==> src/rtl/ucode_pkg.sv <==
// Microword layout, sequencing/condition encodings and FSM states shared by the
// sequencer RTL and the microcode generator.
package ucode_pkg;

  localparam int SEQ_MSB  = 15;
  localparam int SEQ_LSB  = 14;
  localparam int COND_MSB = 13;
  localparam int COND_LSB = 11;
  localparam int WAIT_BIT = 10;
  localparam int TGT_MSB  = 9;
  localparam int TGT_LSB  = 0;

  // Bit positions of the {N,V,Z,C} status vector
  localparam int FLAG_C = 0;
  localparam int FLAG_Z = 1;
  localparam int FLAG_V = 2;
  localparam int FLAG_N = 3;

  typedef enum logic [1:0] {
    SEQ_NEXT = 2'b00,
    SEQ_JUMP = 2'b01,
    SEQ_END  = 2'b10,
    SEQ_COND = 2'b11
  } seq_e;

  typedef enum logic [2:0] {
    COND_C  = 3'd0,
    COND_Z  = 3'd1,
    COND_N  = 3'd2,
    COND_V  = 3'd3,
    COND_NC = 3'd4,
    COND_NZ = 3'd5,
    COND_NN = 3'd6,
    COND_NV = 3'd7
  } cond_e;

  typedef enum logic [1:0] {
    S_WAIT_OP = 2'd0,
    S_RUN     = 2'd1,
    S_STALL   = 2'd2
  } state_e;

endpackage

==> src/rtl/ucode_cond_eval.sv <==
// Branch condition evaluation: selects one status flag, optionally inverted.
module ucode_cond_eval
  import ucode_pkg::*;
(
  input  logic [3:0] status,
  input  logic [2:0] cond_sel,
  output logic       taken
);

  always_comb begin
    taken = 1'b0;
    case (cond_e'(cond_sel))
      COND_C:  taken = status[FLAG_C];
      COND_Z:  taken = status[FLAG_Z];
      COND_N:  taken = status[FLAG_N];
      COND_V:  taken = status[FLAG_V];
      COND_NC: taken = !status[FLAG_C];
      COND_NZ: taken = !status[FLAG_Z];
      COND_NN: taken = !status[FLAG_N];
      COND_NV: taken = !status[FLAG_V];
    endcase
  end

endmodule

==> src/rtl/microcode_sequencer.sv <==
// Microcode sequencer: fetches microwords from an external registered store,
// issues one per cycle, and handles jumps, conditional branches and memory stalls.
module microcode_sequencer
  import ucode_pkg::*;
#(
  parameter int  WORD_SIZE = 16,
  parameter int  ROM_SIZE  = 1024,
  localparam int AW        = $clog2(ROM_SIZE)
) (
  input  logic                 clk,
  input  logic                 rst,
  input  logic [7:0]           opcode,
  input  logic                 opcode_valid,
  output logic                 opcode_ready,
  input  logic [3:0]           status,
  input  logic                 mem_ready,
  output logic [AW-1:0]        rom_addr,
  input  logic [WORD_SIZE-1:0] rom_word,
  output logic [WORD_SIZE-1:0] ctrl_word,
  output logic                 ctrl_valid
);

  state_e               state_q, state_d;
  logic [AW-1:0]        addr_q, addr_d;
  logic                 fetch_vld_q, fetch_vld_d;
  logic                 squash_q, squash_d;
  logic [WORD_SIZE-1:0] hold_q, hold_d;
  logic [WORD_SIZE-1:0] last_q;
  logic [WORD_SIZE-1:0] word;
  logic                 exec;
  logic                 taken;
  seq_e                 seq;

  // A stalled word is replayed from the hold register, not the store
  assign word = (state_q == S_STALL) ? hold_q : rom_word;
  assign seq  = seq_e'(word[SEQ_MSB:SEQ_LSB]);

  ucode_cond_eval u_cond (
    .status   (status),
    .cond_sel (word[COND_MSB:COND_LSB]),
    .taken    (taken)
  );

  always_comb begin
    state_d     = state_q;
    addr_d      = addr_q;
    fetch_vld_d = fetch_vld_q;
    squash_d    = squash_q;
    hold_d      = hold_q;
    exec        = 1'b0;
    unique case (state_q)
      S_WAIT_OP: begin
        // Squash the stale store output that arrives alongside the first fetch
        if (opcode_valid) begin
          addr_d      = AW'({opcode, 2'b00});
          fetch_vld_d = 1'b1;
          squash_d    = 1'b1;
          state_d     = S_RUN;
        end
      end
      S_RUN: begin
        addr_d   = addr_q + AW'(1);
        squash_d = 1'b0;
        if (fetch_vld_q && !squash_q) begin
          if (word[WAIT_BIT] && !mem_ready) begin
            hold_d  = word;
            addr_d  = addr_q;
            state_d = S_STALL;
          end else begin
            exec = 1'b1;
          end
        end
      end
      S_STALL: begin
        // Address already holds A+1; re-issue it and drop the pending store output
        if (mem_ready) begin
          exec     = 1'b1;
          squash_d = 1'b1;
          state_d  = S_RUN;
        end
      end
      default: state_d = S_WAIT_OP;
    endcase

    if (exec) begin
      case (seq)
        SEQ_JUMP: begin
          addr_d   = AW'(word[TGT_MSB:TGT_LSB]);
          squash_d = 1'b1;
        end
        SEQ_COND: begin
          if (taken) begin
            addr_d   = AW'(word[TGT_MSB:TGT_LSB]);
            squash_d = 1'b1;
          end
        end
        SEQ_END: begin
          addr_d      = addr_q;
          fetch_vld_d = 1'b0;
          squash_d    = 1'b1;
          state_d     = S_WAIT_OP;
        end
        default: ;
      endcase
    end
  end

  always_ff @(posedge clk) begin
    if (rst) begin
      state_q     <= S_WAIT_OP;
      addr_q      <= '0;
      fetch_vld_q <= 1'b0;
      squash_q    <= 1'b0;
      hold_q      <= '0;
      last_q      <= '0;
    end else begin
      state_q     <= state_d;
      addr_q      <= addr_d;
      fetch_vld_q <= fetch_vld_d;
      squash_q    <= squash_d;
      hold_q      <= hold_d;
      if (exec) last_q <= word;
    end
  end

  assign opcode_ready = (state_q == S_WAIT_OP) && !rst;
  assign ctrl_valid   = exec && !rst;
  assign ctrl_word    = rst ? '0 : (exec ? word : last_q);
  assign rom_addr     = rst ? '0 : addr_q;

endmodule

==> config.mk <==
export PLATFORM = sky130hd
export DESIGN_NAME = microcode_sequencer
export DESIGN_NICKNAME = d
export VERILOG_FILES = /design/src/rtl/ucode_pkg.sv /design/src/rtl/ucode_cond_eval.sv /design/src/rtl/microcode_sequencer.sv
export SDC_FILE = /design/constraint.sdc
export NUM_CORES = 1
export LEC_CHECK = 0
export ABC_AREA = 0
export BUFFER_PORTS_ARGS = -buffer_cell sky130_fd_sc_hd__buf_4
export CORE_MARGIN = 2
export CORE_UTILIZATION = 40
export CTS_BUF_LIST = sky130_fd_sc_hd__clkbuf_4 sky130_fd_sc_hd__clkbuf_8
export DETAILED_ROUTE_END_ITERATION = 8
export HOLD_SLACK_MARGIN = 0.15
export PLACE_DENSITY_LB_ADDON = 0.2
export SYNTH_ARGS = -nofsm -noshare
export SYNTH_HDL_FRONTEND = slang
export SYNTH_SLANG_ARGS = --single-unit
==> constraint.sdc <==
create_clock -name clk -period 3.8 [get_ports clk]
set_clock_uncertainty 0.15 [all_clocks]
set_input_delay 0.95 -clock clk [delete_from_list [all_inputs] [get_ports clk]]
set_output_delay 0.95 -clock clk [all_outputs]
set_load 0.05 [all_outputs]
# Yosys cells after proc, flatten, opt, wreduce, memory -nomap -nowiden
# Cells that the tools add are included.
[word_totals]
output_inout_bits = 28
register_bits = 46
[op_classes]
reduce_logical = 15
n_eq_ne = 13
n_addsub = 1
mux = 33
[op_table]
columns = ["cell", "n"]
rows = [
  ["$mux W10", 6],
  ["$mux W16", 3],
  ["$pmux W10 S3", 1],
  ["$pmux W10 S2", 1],
  ["$eq A3 B3 Y1 const B", 4],
  ["$mux W2", 6],
  ["$mux W1", 11],
  ["$add A10 B1 Y10 const B", 1],
  ["$pmux W1 S8", 1],
  ["$logic_not A1 Y1", 7],
  ["$eq A2 B2 Y1 const B", 3],
  ["$eq A3 B2 Y1 const B", 2],
  ["$pmux W2 S3", 1],
  ["$eq A2 B1 Y1 const B", 2],
  ["$logic_and A1 B1 Y1", 4],
  ["$pmux W1 S2", 2],
  ["$eq A3 B1 Y1 const B", 1],
  ["$logic_not A3 Y1", 1],
  ["$pmux W1 S3", 1],
  ["$reduce_and A3 Y1", 1],
  ["$logic_not A2 Y1", 1],
  ["$ne A2 B2 Y1 const B", 1],
  ["$reduce_or A2 Y1", 1],
]

# Logic depth before layout (Yosys ltp)
[depth]
word_depth = 9
depth_mapped = 14
depth_no_buf = 10

# Modules after synthesis
# Synthesis repeated with hierarchy kept, for this count alone.
[hier_totals]
cells_unflattened = 319
area_unflattened_um2 = 2715.1
[modules_own_cells]
columns = ["mod", "cells_each", "n_inst", "area_each_um2"]
rows = [
  ["microcode_sequencer", 317, 1, 2683.8],
  ["ucode_cond_eval", 2, 1, 31.3],
]

# Least setup slack after synthesis
# Ideal clock, no wire load.
[synth_path]
path_kind = "in2out"
start = "input mem_ready"
end = "output ctrl_word[11]"
n_path_buf = 3
t_arrival_ps = 3135
path_stages = 8
setup_slack_ps = -435
path_cell_list = "buf_2 > nand2_1 > a21boi_1 > o21a_1 > buf_2 > buf_2 > nor2_1 > nor3_1"
[synth_between]
elab_chain_cells = 7
elab_cells_between_ends = 8
classes_between = "mux (6); reduce/logical (2)"
[synth_lines]
columns = ["item", "line_no", "text"]
rows = [
  ["start, declared", "microcode_sequencer.sv:16", "input logic mem_ready,"],
  ["$logic_not A1 Y1", "microcode_sequencer.sv:65", "if (word[WAIT_BIT] && !mem_ready) begin"],
  ["$logic_and A1 B1 Y1", "microcode_sequencer.sv:65", ""],
  ["$mux W1", "microcode_sequencer.sv:65", ""],
  ["$mux W1", "microcode_sequencer.sv:64", "if (fetch_vld_q && !squash_q) begin"],
  ["$pmux W1 S2 *", "microcode_sequencer.sv:51", "unique case (state_q)"],
  ["$mux W16 * (2 in a row)", "n/a", ""],
  ["end, declared", "microcode_sequencer.sv:19", "output logic [WORD_SIZE-1:0] ctrl_word,"],
]
# Mark *: on every way between the ends. The rest lies on a longest branch, timed or not.

# Final worst setup path
[layout_path]
start = "register state_q[0]"
end = "output ctrl_word[6]"
[layout_between]
elab_chain_cells = 8
elab_cells_between_ends = 9
classes_between = "eq/ne (2); mux (6); reduce/logical (1)"
[layout_lines]
columns = ["item", "line_no", "text"]
rows = [
  ["start, declared", "microcode_sequencer.sv:23", "state_e state_q, state_d;"],
  ["start signal, assigned", "microcode_sequencer.sv:117", "state_q <= state_d;"],
  ["$eq A2 B2 Y1", "microcode_sequencer.sv:35, microcode_sequencer.sv:51", ""],
  ["$mux W16", "microcode_sequencer.sv:35", "assign word = (state_q == S_STALL) ? hold_q : rom_word;"],
  ["$logic_and A1 B1 Y1", "microcode_sequencer.sv:65", ""],
  ["$mux W1", "microcode_sequencer.sv:65", ""],
  ["$mux W1", "microcode_sequencer.sv:64", ""],
  ["$pmux W1 S2", "microcode_sequencer.sv:51", ""],
  ["$mux W16 * (2 in a row)", "n/a", ""],
]
# Marked as above.

==> flow_summary.html <==
<table>
<tr><th>Metric</th><th>Value</th></tr>
<tr><th colspan="2">Run status</th></tr>
<tr><td>Outcome</td><td>complete, no violations</td></tr>
<tr><th colspan="2">Placement</th></tr>
<tr><td>Pre-CTS setup slack</td><td>0.296 ns</td></tr>
<tr><td>Total of buffers placed on input and output ports</td><td>59</td></tr>
<tr><td>HPWL after DPL</td><td>5.84 mm</td></tr>
<tr><td>Gp weighted congestion</td><td>0.842</td></tr>
<tr><td>Area after detailed placement</td><td>3650 um2</td></tr>
<tr><th colspan="2">Yosys</th></tr>
<tr><td>Number of enable flip-flop cells after synthesis</td><td>0</td></tr>
<tr><td>Post-Syn Nets</td><td>~400</td></tr>
<tr><td>Post-synth top area cell</td><td>sky130_fd_sc_hd__dfxtp_1</td></tr>
<tr><td>Netlist area before placement</td><td>3000 um2</td></tr>
<tr><td>Yosys warning count</td><td>0</td></tr>
<tr><td>Post-synthesis area per instance</td><td>8.30 um2</td></tr>
<tr><td>Async SR Flop Fraction</td><td>0</td></tr>
<tr><td>Area fraction of the dominant cell type after synthesis</td><td>0.307</td></tr>
<tr><td>Gate count after technology mapping</td><td>361</td></tr>
<tr><td>Primary FF master, synth</td><td>sky130_fd_sc_hd__dfxtp_1</td></tr>
<tr><td>Count of unique library cells instantiated by Yosys</td><td>60</td></tr>
<tr><td>Sequential element share of the synthesized area</td><td>0.307</td></tr>
<tr><td>Top area cells in the synthesized netlist</td><td>sky130_fd_sc_hd__dfxtp_1, sky130_fd_sc_hd__mux2i_1, sky130_fd_sc_hd__nor2_1, sky130_fd_sc_hd__a211oi_1, sky130_fd_sc_hd__mux2_2</td></tr>
<tr><td>Flip-flop and latch count after synthesis</td><td>46</td></tr>
<tr><th colspan="2">Timing</th></tr>
<tr><td>Setup TNS Final</td><td>0 ns</td></tr>
<tr><td>Measured slew at the worst slew-check pin</td><td>0.856 ns</td></tr>
<tr><td>Time the final worst path needs with I/O delays and setup</td><td>3.56 ns</td></tr>
<tr><td>Final hold violation count</td><td>0</td></tr>
<tr><td>Final worst-path cycle share</td><td>0.938</td></tr>
<tr><td>Max-slew headroom at the worst pin</td><td>0.430</td></tr>
<tr><td>Least setup slack across all paths after layout</td><td>~0.24 ns</td></tr>
<tr><td>Unrepaired setup endpoints after global routing</td><td>false</td></tr>
<tr><td>Final number of setup-violating endpoints</td><td>0</td></tr>
<tr><td>Final slew viol count</td><td>0</td></tr>
<tr><td>Fmax</td><td>281 MHz</td></tr>
<tr><th colspan="2">Critical path</th></tr>
<tr><td>CP endpoint kind</td><td>output port</td></tr>
<tr><td>Worst setup path startpoint</td><td>state_q[0]</td></tr>
<tr><td>Category of the most critical setup path</td><td>register to output port</td></tr>
<tr><td>Register-to-register setup slack</td><td>0.85 ns</td></tr>
<tr><td>Worst reg2reg endpoint</td><td>addr_q[7]</td></tr>
<tr><td>Arrival time of data at the critical path endpoint</td><td>2.46 ns</td></tr>
<tr><td>Cell breakdown of the critical path</td><td>inv_1 -&gt; ha_2 -&gt; buf_6 -&gt; nand2_1 -&gt; a21boi_2 -&gt; o21a_1 -&gt; buf_12 -&gt; nor2_1 -&gt; a211oi_2 -&gt; buf_4</td></tr>
<tr><td>Cell with the biggest individual delay on the critical path</td><td>sky130_fd_sc_hd__dfxtp_1</td></tr>
<tr><td>Worst-path maximum fanout</td><td>31</td></tr>
<tr><td>Data required time of the critical path</td><td>2.70 ns</td></tr>
<tr><td>Number of cell instances on the worst register-to-register path</td><td>9</td></tr>
<tr><td>CP startpoint kind</td><td>register</td></tr>
<tr><td>Largest incremental delay on the critical path</td><td>0.35 ns</td></tr>
<tr><td>Crit Reg-Reg Startpoint</td><td>state_q[0]</td></tr>
<tr><th colspan="2">Layout</th></tr>
<tr><td>Fillcell total</td><td>714</td></tr>
<tr><td>Commonest non-fill, non-tap cells in the layout</td><td>sky130_fd_sc_hd__buf_4, sky130_fd_sc_hd__nor2_1, sky130_fd_sc_hd__dfxtp_1, sky130_fd_sc_hd__mux2i_1, sky130_fd_sc_hd__nand2_1</td></tr>
<tr><td>Area growth, synth to finish</td><td>25.9%</td></tr>
<tr><td>Cell area after layout</td><td>roughly 3800 um2</td></tr>
<tr><td>Finished Core Util</td><td>0.520</td></tr>
<tr><td>Total number of nets in the final design</td><td>458</td></tr>
<tr><td>Share of cells above drive strength 1</td><td>0.289</td></tr>
<tr><td>Leading cell type in the layout, fill and taps excluded</td><td>sky130_fd_sc_hd__buf_4</td></tr>
<tr><td>Total inserted antenna cells</td><td>0</td></tr>
<tr><th colspan="2">Floorplanning</th></tr>
<tr><td>Die height</td><td>slightly above 90 um</td></tr>
<tr><td>Initial core utilization</td><td>0.413</td></tr>
<tr><td>I/O pin count</td><td>60</td></tr>
<tr><td>Die boundary width</td><td>90.5 um</td></tr>
<tr><td>Die Area</td><td>8200 um2</td></tr>
<tr><td>Number of standard-cell rows in the floorplan</td><td>31</td></tr>
<tr><td>Core area</td><td>7250 um2</td></tr>
<tr><th colspan="2">Global routing</th></tr>
<tr><td>First-pass GRT wire length</td><td>12.8 mm</td></tr>
<tr><td>Overall global routing resource usage</td><td>0.191</td></tr>
<tr><td>Total overflow reported by the global router</td><td>0</td></tr>
<tr><td>Pin count of the biggest net entering global routing</td><td>32</td></tr>
<tr><td>Initial antenna violation count</td><td>0</td></tr>
<tr><td>Vias in the first global route</td><td>approximately 2600</td></tr>
<tr><th colspan="2">Worst hold path</th></tr>
<tr><td>Hold-critical path depth</td><td>2</td></tr>
<tr><td>Endpoint of the worst hold path</td><td>hold_q[5]</td></tr>
<tr><td>Beginning of the worst hold path</td><td>hold_q[5]</td></tr>
<tr><td>Worst hold path type</td><td>register to register</td></tr>
<tr><th colspan="2">Drt</th></tr>
<tr><td>Detailed Routing Iterations Pass 1</td><td>4</td></tr>
<tr><td>Average via count per standard cell</td><td>5.47</td></tr>
<tr><td>Remaining number of nets flagged by the antenna check after routing</td><td>0</td></tr>
<tr><td>Average routed wire per standard cell</td><td>15.1 um</td></tr>
<tr><td>Number of violations reported at the end of detailed-routing iteration 0</td><td>187</td></tr>
<tr><td>Total via count in the routed design</td><td>2829</td></tr>
<tr><td>Post-detailed-route DRC marker count</td><td>0</td></tr>
<tr><td>Final wirelength</td><td>7.81 mm</td></tr>
<tr><th colspan="2">CTS</th></tr>
<tr><td>Num CTS Buffers</td><td>5</td></tr>
<tr><td>CTS tree</td><td>yes</td></tr>
<tr><td>CTS clock-pin slew for the worst setup and hold paths</td><td>0.09 ns</td></tr>
<tr><td>Resized Gates After CTS</td><td>0</td></tr>
<tr><td>Clock root buffer</td><td>sky130_fd_sc_hd__clkbuf_8</td></tr>
<tr><td>Number of buffers inserted by hold repair at cts</td><td>0</td></tr>
<tr><td>Setup repair bufs after CTS</td><td>0</td></tr>
<tr><td>Number of clock sinks seen by CTS</td><td>46</td></tr>
<tr><td>Skew-Pair Late Insertion Delay</td><td>0.30 ns</td></tr>
<tr><td>CTS H-tree lvls</td><td>2</td></tr>
<tr><td>Largest buffer count on any clock path</td><td>2</td></tr>
<tr><th colspan="2">Power and ir drop</th></tr>
<tr><td>Switching power summed over all nets</td><td>around 0.00033 W</td></tr>
<tr><td>Static leakage power</td><td>1.47 nW</td></tr>
<tr><td>Design Power</td><td>0.00115 W</td></tr>
<tr><td>Cell area power density</td><td>306 nW/um2</td></tr>
<tr><td>Switching portion of total power</td><td>0.289</td></tr>
<tr><td>Peak supply drop</td><td>166 uV</td></tr>
<tr><td>Combinational fraction of design power</td><td>0.225</td></tr>
<tr><td>Clock power frac</td><td>0.326</td></tr>
<tr><td>P_int</td><td>0.000821 W</td></tr>
<tr><td>Share of total power in sequential cells</td><td>0.450</td></tr>
<tr><th colspan="2">Job</th></tr>
<tr><td>Total of max-cap violations</td><td>0</td></tr>
</table>
-- layout make-up --
cell class	instances	area (um2)	area share
clock buffers	7	83.8	0.0222
clock inverters	1	30.0	0.00796
inverters	10	37.5	0.00995
multi-input cells	281	2010	0.533
flip-flops and latches	46	921	0.244
well taps	99	124	0.0328
repair buffers	73	564	0.150
-- sequential cells by signal (all words and copies together), names as in the netlist --
register     flops
last_q          16
squash_q         1
fetch_vld_q      1
addr_q          10
hold_q          16
state_q          2
-- cell usage after synthesis, drive strengths merged (2+ instances only) --
cell type and instances:
nor2b 15, o22a 2, xnor2 2, and2 2
a222oi 3, nand4 2, nor3b 2, nor3 17
nor4 4, a2bb2oi 2, nand2 16, a32oi 2
xor2 2, nand3 14, o21a 2, a21oi 11
o211ai 2, and3 2, ha 9, o21bai 2
o221a 2, nor2 57, a22o 2, and4 2
mux2 12, buf 12, a211oi 20, a31oi 3
clkbuf 12, o21ai 17, o21ba 2, inv 10
nand2b 6, a22oi 3, dfxtp 46, mux2i 25
a21o 6
-- through the flow --
| stage | hold WS [ns] | cells |
|---|---|---|
| final | 0.343 | 517 |
| after global routing | 0.377 | 517 |
| after CTS | 0.350 | 517 |
| after detailed placement | 0.330 | 509 |
| after global placement | 0.317 | 509 |
| after floorplan | 0.304 | 361 |
-- power by group through the flow --
stage	clock, W	combinational, W	sequential (W)
final	0.000376	0.000259	0.000519
after floorplan	0	0.000182	0.000524
after detailed placement	0	0.000259	0.000530
after CTS	0.000385	0.000259	0.000519
after global placement	0	0.000256	0.000530
after global routing	0.000407	0.000282	0.000522
-- cell families after synthesis --
kind of cell	Yosys count	synth area share
AO/OA/AOI/OAI	89	0.216
XOR/XNOR	4	0.0142
adder cells (fa/ha/maj)	9	0.0376
buffers and inverters	34	0.0543
flip-flops	46	0.307
multiplexers	37	0.135
AND/OR/NAND/NOR	142	0.235
-- routing by layer --
layer  vias up  GRT usage  share of wire
met5         -          0              0
met4         0     0.0449         0.0087
met3         6     0.0351          0.047
met2        72      0.312           0.46
met1      1322      0.260           0.49
li1       1429          -              -
-- worst max-delay path, delay by kind of cell, from the launching register on --
family                     cells  cell delay (ns)
buffers and inverters          4             0.75
AOI/OAI and AO/OA              3             0.64
DFF                            1             0.35
adders and majority gates      1             0.26
and+or+nand+nor                2             0.16
-- how the worst max path moves through the flow --
stage / endpoint / slack, ns / cells past startpoint
floorplan: ctrl_word[10] / -0.07 / 5
global route: ctrl_word[6] / 0.03 / 10
CTS: ctrl_word[6] / 0.06 / 10
global placement: ctrl_word[14] / 0.38 / 8
finish: ctrl_word[6] / 0.24 / 10
detailed placement: ctrl_word[6] / 0.30 / 8
No activity file was read; power rests on OpenSTA's default activity.
